### src/rtl/mrelbp_ci_rn.sv
// mrelbp_ci_rn: MRELBP centre-intensity engine.
// Takes one (2R+1)-pixel column for each accepted cycle and builds a
// (2R+1)x(2R+1) window. For each complete window it emits bit_o = (C*N >= S),
// where C is the window centre and S is the window sum. It also counts the
// ones and zeros of each frame.
//
// Ports:
//   clk          rising-edge clock
//   rst          asynchronous active-low reset
//   done_i       column valid; a frame is a contiguous run of done_i=1
//   col_i        K pixels, row 0 in [DW-1:0], row K-1 at the MSBs
//   ready_o      high in IDLE/ACTIVE; columns offered while low are dropped
//   bit_valid_o  CI result valid (2 cycles after the completing column)
//   bit_o        CI bit
//   done_o       one-cycle frame-complete pulse
//   bit_one_o    ones count of the last completed frame
//   bit_zero_o   zeros count of the last completed frame
module mrelbp_ci_rn #(
  parameter int unsigned R     = 2,
  parameter int unsigned DW    = 8,
  parameter int unsigned CW    = 16,
  parameter int unsigned IMG_W = 640
) (
  input  logic                      clk,
  input  logic                      rst,
  input  logic                      done_i,
  input  logic [(2*R+1)*DW-1:0]     col_i,
  output logic                      ready_o,
  output logic                      bit_valid_o,
  output logic                      bit_o,
  output logic                      done_o,
  output logic [CW-1:0]             bit_one_o,
  output logic [CW-1:0]             bit_zero_o
);

  localparam int unsigned K   = 2 * R + 1;
  localparam int unsigned N   = K * K;
  localparam int unsigned CSW = DW + $clog2(K);
  localparam int unsigned SW  = DW + $clog2(N);
  localparam int unsigned IW  = (IMG_W > 1) ? $clog2(IMG_W) : 1;

  typedef enum logic [2:0] {
    S_IDLE,
    S_ACTIVE,
    S_FLUSH1,
    S_FLUSH2,
    S_REPORT
  } state_t;

  state_t state, state_n;

  logic [K*DW-1:0] win  [K];
  logic [CSW-1:0]  csum [K];
  logic [SW-1:0]   s_sum, s_next;
  logic [CSW-1:0]  cs_new;
  logic [IW-1:0]   col_idx;
  logic            accept, frame_start;

  logic            p1_valid;
  logic            p2_valid;
  logic [SW-1:0]   p2_cn, p2_s;
  logic            ci;

  logic [CW-1:0]   cnt_one, cnt_zero;

  assign ready_o     = (state == S_IDLE) || (state == S_ACTIVE);
  assign accept      = done_i && ready_o;
  assign frame_start = accept && (state == S_IDLE);
  assign ci          = (p2_cn >= p2_s);

  always_comb begin
    cs_new = '0;
    for (int unsigned i = 0; i < K; i++)
      cs_new = cs_new + CSW'(col_i[i*DW +: DW]);
  end

  // Running window sum. At column 0 of a row the previous row's sum is
  // discarded. The column that leaves the window is subtracted only once a
  // full K columns of this row are present. Before that, csum[K-1] still
  // holds a column from the previous row.
  always_comb begin
    s_next = (col_idx == '0) ? '0 : s_sum;
    s_next = s_next + SW'(cs_new);
    if (col_idx >= IW'(K))
      s_next = s_next - SW'(csum[K-1]);
  end

  always_comb begin
    state_n = state;
    case (state)
      S_IDLE:   if (done_i) state_n = S_ACTIVE;
      S_ACTIVE: if (!done_i) state_n = S_FLUSH1;
      S_FLUSH1: state_n = S_FLUSH2;
      S_FLUSH2: state_n = S_REPORT;
      S_REPORT: state_n = S_IDLE;
      default:  state_n = S_IDLE;
    endcase
  end

  always_ff @(posedge clk or negedge rst) begin
    if (!rst) state <= S_IDLE;
    else      state <= state_n;
  end

  // Stage 1: window shift, column index, running sum.
  always_ff @(posedge clk or negedge rst) begin
    if (!rst) begin
      for (int unsigned i = 0; i < K; i++) begin
        win[i]  <= '0;
        csum[i] <= '0;
      end
      s_sum    <= '0;
      col_idx  <= '0;
      p1_valid <= 1'b0;
    end else begin
      p1_valid <= 1'b0;
      if (accept) begin
        win[0]  <= col_i;
        csum[0] <= cs_new;
        for (int unsigned i = 1; i < K; i++) begin
          win[i]  <= win[i-1];
          csum[i] <= csum[i-1];
        end
        s_sum    <= s_next;
        p1_valid <= (col_idx >= IW'(K - 1));
        col_idx  <= (col_idx == IW'(IMG_W - 1)) ? '0 : col_idx + 1'b1;
      end else if (state == S_ACTIVE && !done_i) begin
        col_idx <= '0;
      end
    end
  end

  // Stage 2: scale the centre and capture the sum. The window registers have
  // already shifted, so win[R] holds the column accepted R columns before
  // the newest one.
  always_ff @(posedge clk or negedge rst) begin
    if (!rst) begin
      p2_valid <= 1'b0;
      p2_cn    <= '0;
      p2_s     <= '0;
    end else begin
      p2_valid <= p1_valid;
      p2_cn    <= SW'(win[R][R*DW +: DW]) * SW'(N);
      p2_s     <= s_sum;
    end
  end

  // Stage 3: compare, output, frame counters and report.
  always_ff @(posedge clk or negedge rst) begin
    if (!rst) begin
      bit_valid_o <= 1'b0;
      bit_o       <= 1'b0;
      done_o      <= 1'b0;
      bit_one_o   <= '0;
      bit_zero_o  <= '0;
      cnt_one     <= '0;
      cnt_zero    <= '0;
    end else begin
      bit_valid_o <= p2_valid;
      bit_o       <= p2_valid && ci;
      done_o      <= (state == S_REPORT);
      if (frame_start) begin
        cnt_one  <= '0;
        cnt_zero <= '0;
      end else if (p2_valid) begin
        if (ci && (cnt_one != '1))         cnt_one  <= cnt_one + 1'b1;
        else if (!ci && (cnt_zero != '1))  cnt_zero <= cnt_zero + 1'b1;
      end
      if (state == S_REPORT) begin
        bit_one_o  <= cnt_one;
        bit_zero_o <= cnt_zero;
      end
    end
  end

endmodule

### config.mk
export PLATFORM = sky130hd
export DESIGN_NAME = mrelbp_ci_rn
export DESIGN_NICKNAME = d
export VERILOG_FILES = /design/src/rtl/mrelbp_ci_rn.sv
export SDC_FILE = /design/constraint.sdc
export NUM_CORES = 1
export LEC_CHECK = 0
export BUFFER_PORTS_ARGS = -buffer_cell sky130_fd_sc_hd__buf_2
export CAP_MARGIN = 30
export CORE_MARGIN = 2
export CORE_UTILIZATION = 50
export DETAILED_ROUTE_END_ITERATION = 12
export PLACE_DENSITY = 0.71
export SYNTH_ARGS = -nofsm -noshare
export SYNTH_HDL_FRONTEND = slang
export SYNTH_SLANG_ARGS = --single-unit
### constraint.sdc
create_clock -name clk -period 4.1 [get_ports clk]
set_input_delay 0.41 -clock clk [delete_from_list [all_inputs] [get_ports clk]]
set_output_delay 0.41 -clock clk [all_outputs]
set_load 0.005 [all_outputs]
---- Word-level counts from Yosys, hierarchy flattened ----
Index checks and enable logic that the tools add are counted.
operators by class
  multipliers ............................. 1
  reductions and logical operators ........ 18
  muxes and demuxes ....................... 16
  magnitude comparators ................... 3
  equality and inequality tests ........... 10
  $add $sub $neg .......................... 9
operators by type and width
  kind                                                                                  count
  16-bit two-way mux                                                                    7
  16-bit by 1-bit adder with 16-bit output, second input constant                       2
  16-bit inequality test, second input constant                                         2
  10-bit two-way mux                                                                    3
  13-bit two-way mux                                                                    2
  10-bit by 3-bit greater-or-equal comparator with 1-bit output, second input constant  2
  13-bit by 11-bit adder with 13-bit output                                             1
  13-bit greater-or-equal comparator                                                    1
  8-bit by 5-bit multiplier with 13-bit output, second input constant                   1
  13-bit by 11-bit subtractor with 13-bit output                                        1
  3-bit case mux with 4 select lines                                                    1
  10-bit by 8-bit adder with 11-bit output                                              1
  11-bit by 8-bit adder with 11-bit output                                              1
  10-bit by 1-bit adder with 10-bit output, second input constant                       1
  9-bit by 8-bit adder with 10-bit output                                               1
  10-bit == test, second input constant                                                 1
  10-bit zero test                                                                      1
  8-bit by 8-bit adder with 9-bit output                                                1
  2-bit nonzero test                                                                    4
  3-bit by 2-bit == test with 1-bit output, second input constant                       2
  1-bit logical AND                                                                     6
  3-bit two-way mux                                                                     2
  2-bit inequality test, second input constant                                          3
  2-bit AND reduction                                                                   2
  other kinds (7)                                                                       8
storage, ports and cells
  output and inout bits ................... 36
  word-level logic and storage cells ...... 79
  register bits ........................... 248
  input bits .............................. 43

---- Depth between registers and ports, before layout ----
  depth in word-level cells ............... 7
  mapped depth ............................ 27
  mapped depth without buffers ............ 27

---- Worst setup path after synthesis ----
No wires, ideal clock.
  kind .................................... input-to-reg
  start ................................... input col_i[2]
  end ..................................... register s_sum[12]
  arrival ................................. 6008 ps
  path slack .............................. -2028 ps
  path buffers ............................ 0
  data required time ...................... 3979 ps
  stages .................................. 26
  cells stage by stage .................... inv_1 > fa_1 > inv_1 > fa_1 > inv_1 > fa_1 > inv_1 > ha_1 > a21o_1 > a21oi_1 > o21bai_1 > a2111oi_0 > nor3_1 > and2_1 > nor2_1 > ha_1 > nand2_1 > o41ai_1 > xor2_1 > ha_1 > a21o_1 > a211o_1 > a41o_1 > or3_1 > a31oi_1 > nor2_1
on the way
  word-level cells in the longest chain between the ends .. 7
RTL lines
  item                                            RTL line  text
  start: declaration                              27        input logic [(2*R+1)*DW-1:0] col_i,
  8-bit by 8-bit adder with 9-bit output *        74        cs_new = cs_new + CSW'(col_i[i*DW +: DW]);
  9-bit by 8-bit adder with 10-bit output *       74
  10-bit by 8-bit adder with 11-bit output *      74
  11-bit by 8-bit adder with 11-bit output *      74
  named net cs_new[8]                             55        logic [CSW-1:0] cs_new;
  13-bit by 11-bit adder with 13-bit output *     83        s_next = s_next + SW'(cs_new);
  13-bit by 11-bit subtractor with 13-bit output  85        s_next = s_next - SW'(csum[K-1]);
  13-bit two-way mux *                            84        if (col_idx >= IW'(K))
  end signal: assignment                          124       s_sum <= s_next;
  end: declaration                                54        logic [SW-1:0] s_sum, s_next;
Mark *: on every way through the listed nets, which the timed path passes. The rest lies on a longest branch.
A chain may end at the register's enable or synchronous reset.

---- Final worst setup path ----
  start ................................... input col_i[18]
  end ..................................... register s_sum[12]
on the way
  word-level cells in the longest chain between the ends .. 6
RTL lines
  item                                            RTL line
  9-bit by 8-bit adder with 10-bit output *       74
  10-bit by 8-bit adder with 11-bit output *      74
  11-bit by 8-bit adder with 11-bit output *      74
  named net cs_new[7]                             55
  13-bit by 11-bit adder with 13-bit output *     83
  13-bit by 11-bit subtractor with 13-bit output  85
  13-bit two-way mux *                            84
Marked as above.

==> results.toml <==
[synthesis]
ys_types = 64
synth-seq-cells = 200
synth_cells = 1130
synthMostInstantiatedCell = "nand2_1"
synth_largest_area_cell = "dfrtp_1"
synth_edf_count = 0
ys.flop_type = "dfrtp_1"
yosys_warnings = 0
netlist_area_um2 = 10900
yosys.area.top_type_share_pct = 45.8
synthTopCellsByArea = "dfrtp_1 46%, ha_1 9.2%, nand2_1 8.2%, fa_1 5.1%, inv_1 4.0%"
ys_seq_area_share_pct = 45.8
syn_avg_cell_area_um2 = 9.68
synth_nets = 1281
synth_common_cells = "240 x nand2_1, 200 x dfrtp_1, 116 x inv_1"
synthArstFlopShare_pct = 100

[floorplan]
num_rows = 54
fp.dieW_um = 152
core_area_um2 = 21600
dieArea_um2 = 23100
pin_count = 79
die_h_um = 152
initial_core_util_pct = 50.6

[clock_tree]
cts_tree = "done"
cts-buffers-inserted = 17
cts.sinks = 200
cts_buffer_depth = 2
cts-root-buf = "clkbuf_16"
htree_levels = 4
worst_skew_pair.late_latency_ps = 440
clk_pin_slew_ps = 70

[timing]
clock_skew_ps = 12.4
setup_violations = 9
clock.fmax_mhz = 177
hold_viol_final = 0
drv_slew = 0
worst_slack_ps = -1540
post-route-period-util_pct = 137
slew_headroom_pct = 49.1
worst_pin_slew_ps = 763
fin_crit_ps = 5640
rsz0062_at_grt = "true"
setup_tns_ps = -9490

[status]
outcome = "finished, violations left"
failed_checks = "negative setup slack"

[placed_design]
gp_congestion = 0.875
place_area_um2 = 12300
place_hpwl_mm = 15.1
io_buffers = 78
dp_slack_ps = -1990

[global_route]
grt.busiest_layer = "met2"
grt_util_all_layers_pct = 19.1
grt_max_degree = 89
overflow = 0
met2_usage_pct = 31.6
use_met3_pct = 3.34
grt_pass1_vias = 8096
antenna_found_initial = 0
grt_first_pass_wirelength_mm = 37.1
use_met1_pct = 26.1

[job]
cap_violations = 0

[drt]
wire_per_inst_um = 13.5
drtIter0Drc = 441
dr.pass1.iters = 5
viasPerCell = 5.14
vias = 8133
wl_mm = 21.3
drc = 0
drtAntennaViolNets = 0

[worst_setup_path]
critPathMaxFanout = 3
worstSetupPathType = "input pin to flip-flop"
startpoint = "col_i[18]"
rrSetupSlack_ps = -300
critPathRequiredTime_ps = 4420
reg2reg_from = "col_idx[3]"
start_kind = "input pin"
max_stage_delay_ps = 540
crit_family = "adder cells"
critPathMostFrequentCell = "fa_1"
endpoint_kind = "flip-flop"
crit_path_top_delay_cell = "fa_1"
arrival_ps = 5950
path_buf_inv = 5

[hold_path]
min_path_type = "input pin to async pin"

[cells_and_area]
nFillCells = 1767
nets = 1440
diodes = 0
multi_input_area_um2 = 5720
register_area_um2 = 5000
final_layout_size_suffix_gt1_share_pct = 24.3
fin_area_um2 = 13400
area_delta_synth_final_pct = 22.2
[final cells by class]
class	count	share of cell area, %
repair buffers	180	9.11
flip-flops and latches	200	37.4
clock inverters	15	1.48
well taps	280	2.62
inverters	117	3.34
multi-input cells	773	42.8
clock buffers	17	3.18
[layer usage]
layer	up-vias	wire [um]	share of wire, %
met3	30	691	3.2
met2	152	10200	48
met5	-	0	0
met1	3878	10100	47
met4	0	355	1.7
li1	4073	-	-
[flip-flops by register name, summed over array words and instances, names as in the netlist]
| name | cells |
|---|---|
| bit_one_o | 16 |
| p2_cn | 13 |
| p2_s | 13 |
| bit_zero_o | 16 |
| cnt_one | 16 |
| p2_valid | 1 |
| col_idx | 10 |
| win | 24 |
| s_sum | 13 |
| state | 3 |
| done_o | 1 |
| bit_o | 1 |
| cnt_zero | 16 |
| bit_valid_o | 1 |
| csum | 55 |
| p1_valid | 1 |
[path summary, 6_finish.rpt]
kind,to,depth (start not counted)
max,s_sum[12],27
min,bit_zero_o[8],1
max reg2reg,s_sum[12],19
min reg2reg,p2_valid,0
max in group asynchronous,win[137],2
min in group clk,win[181],3
[through the flow]
step | hold WS [ps] | std cells | util, %
2_1_floorplan | 114 | 1130 | -
3_3_place_gp | 339 | 1529 | 56.8
3_5_place_dp | 337 | 1529 | 56.8
4_1_cts | 56.3 | 1576 | 61.0
5_1_grt | 72.2 | 1582 | 61.8
6_report | 24.4 | 1582 | 61.8
[worst register-to-register path, stage by stage (launching register included)]
cell and delay (ps):
dfrtp_1 390, nor4_1 310, buf_4 170, nand4_1 110, buf_4 180, and2_1 200
ha_4 250, nor2b_1 140, o31a_1 270, o21ai_2 150, a21oi_1 90, or2_1 260
a31oi_2 210, xnor2_1 170, ha_1 290, a211o_1 280, a41o_1 220, or3_1 340
a31oi_1 170, nor2_1 60
[layout by cell type (no fill, tap or decap), types with 6 or more instances in the layout]
cell       count
mux2_2        35
inv_8          6
fa_1          27
and2_1        16
nand2_1      238
mux2i_1        8
clkbuf_16     17
or3_1          9
inv_2          6
nor3_1        15
nor2b_1        6
buf_2         76
xor2_1        12
inv_1        110
nand4_1       11
buf_4         93
a31oi_1        8
o21ai_1       10
a21oi_1       37
nor2_1        51
ha_4           8
o21ai_0       53
dfrtp_1      200
and3_1         7
a21o_1        12
nand3_1       14
buf_6          8
a31o_1         6
ha_1          69
xnor2_1       26
[kinds of logic (layout without fill, tap and decap cells)]
family	count (synthesis)	after routing	share of synthesized area [%]
mux	43	43	4.33
simple gates	401	401	16.2
xor+xnor	45	45	3.60
compound gates	176	176	10.3
buf+inv	157	329	5.50
flops	200	200	45.8
fa+ha+maj	108	108	14.3
[repair_timing]
| action | in CTS | in global routing |
|---|---|---|
| endpoints found under the hold margin | 0 | 0 |
| setup buffers | 16 | 9 |
| pin swaps | 33 | 30 |
| hold buffers | 0 | 0 |
| setup endpoints to repair | 10 | 10 |
| resized for setup | 37 | 22 |
Power is not shown: default switching activity piles up to over one toggle a cycle in this logic, so the estimate is an artifact.
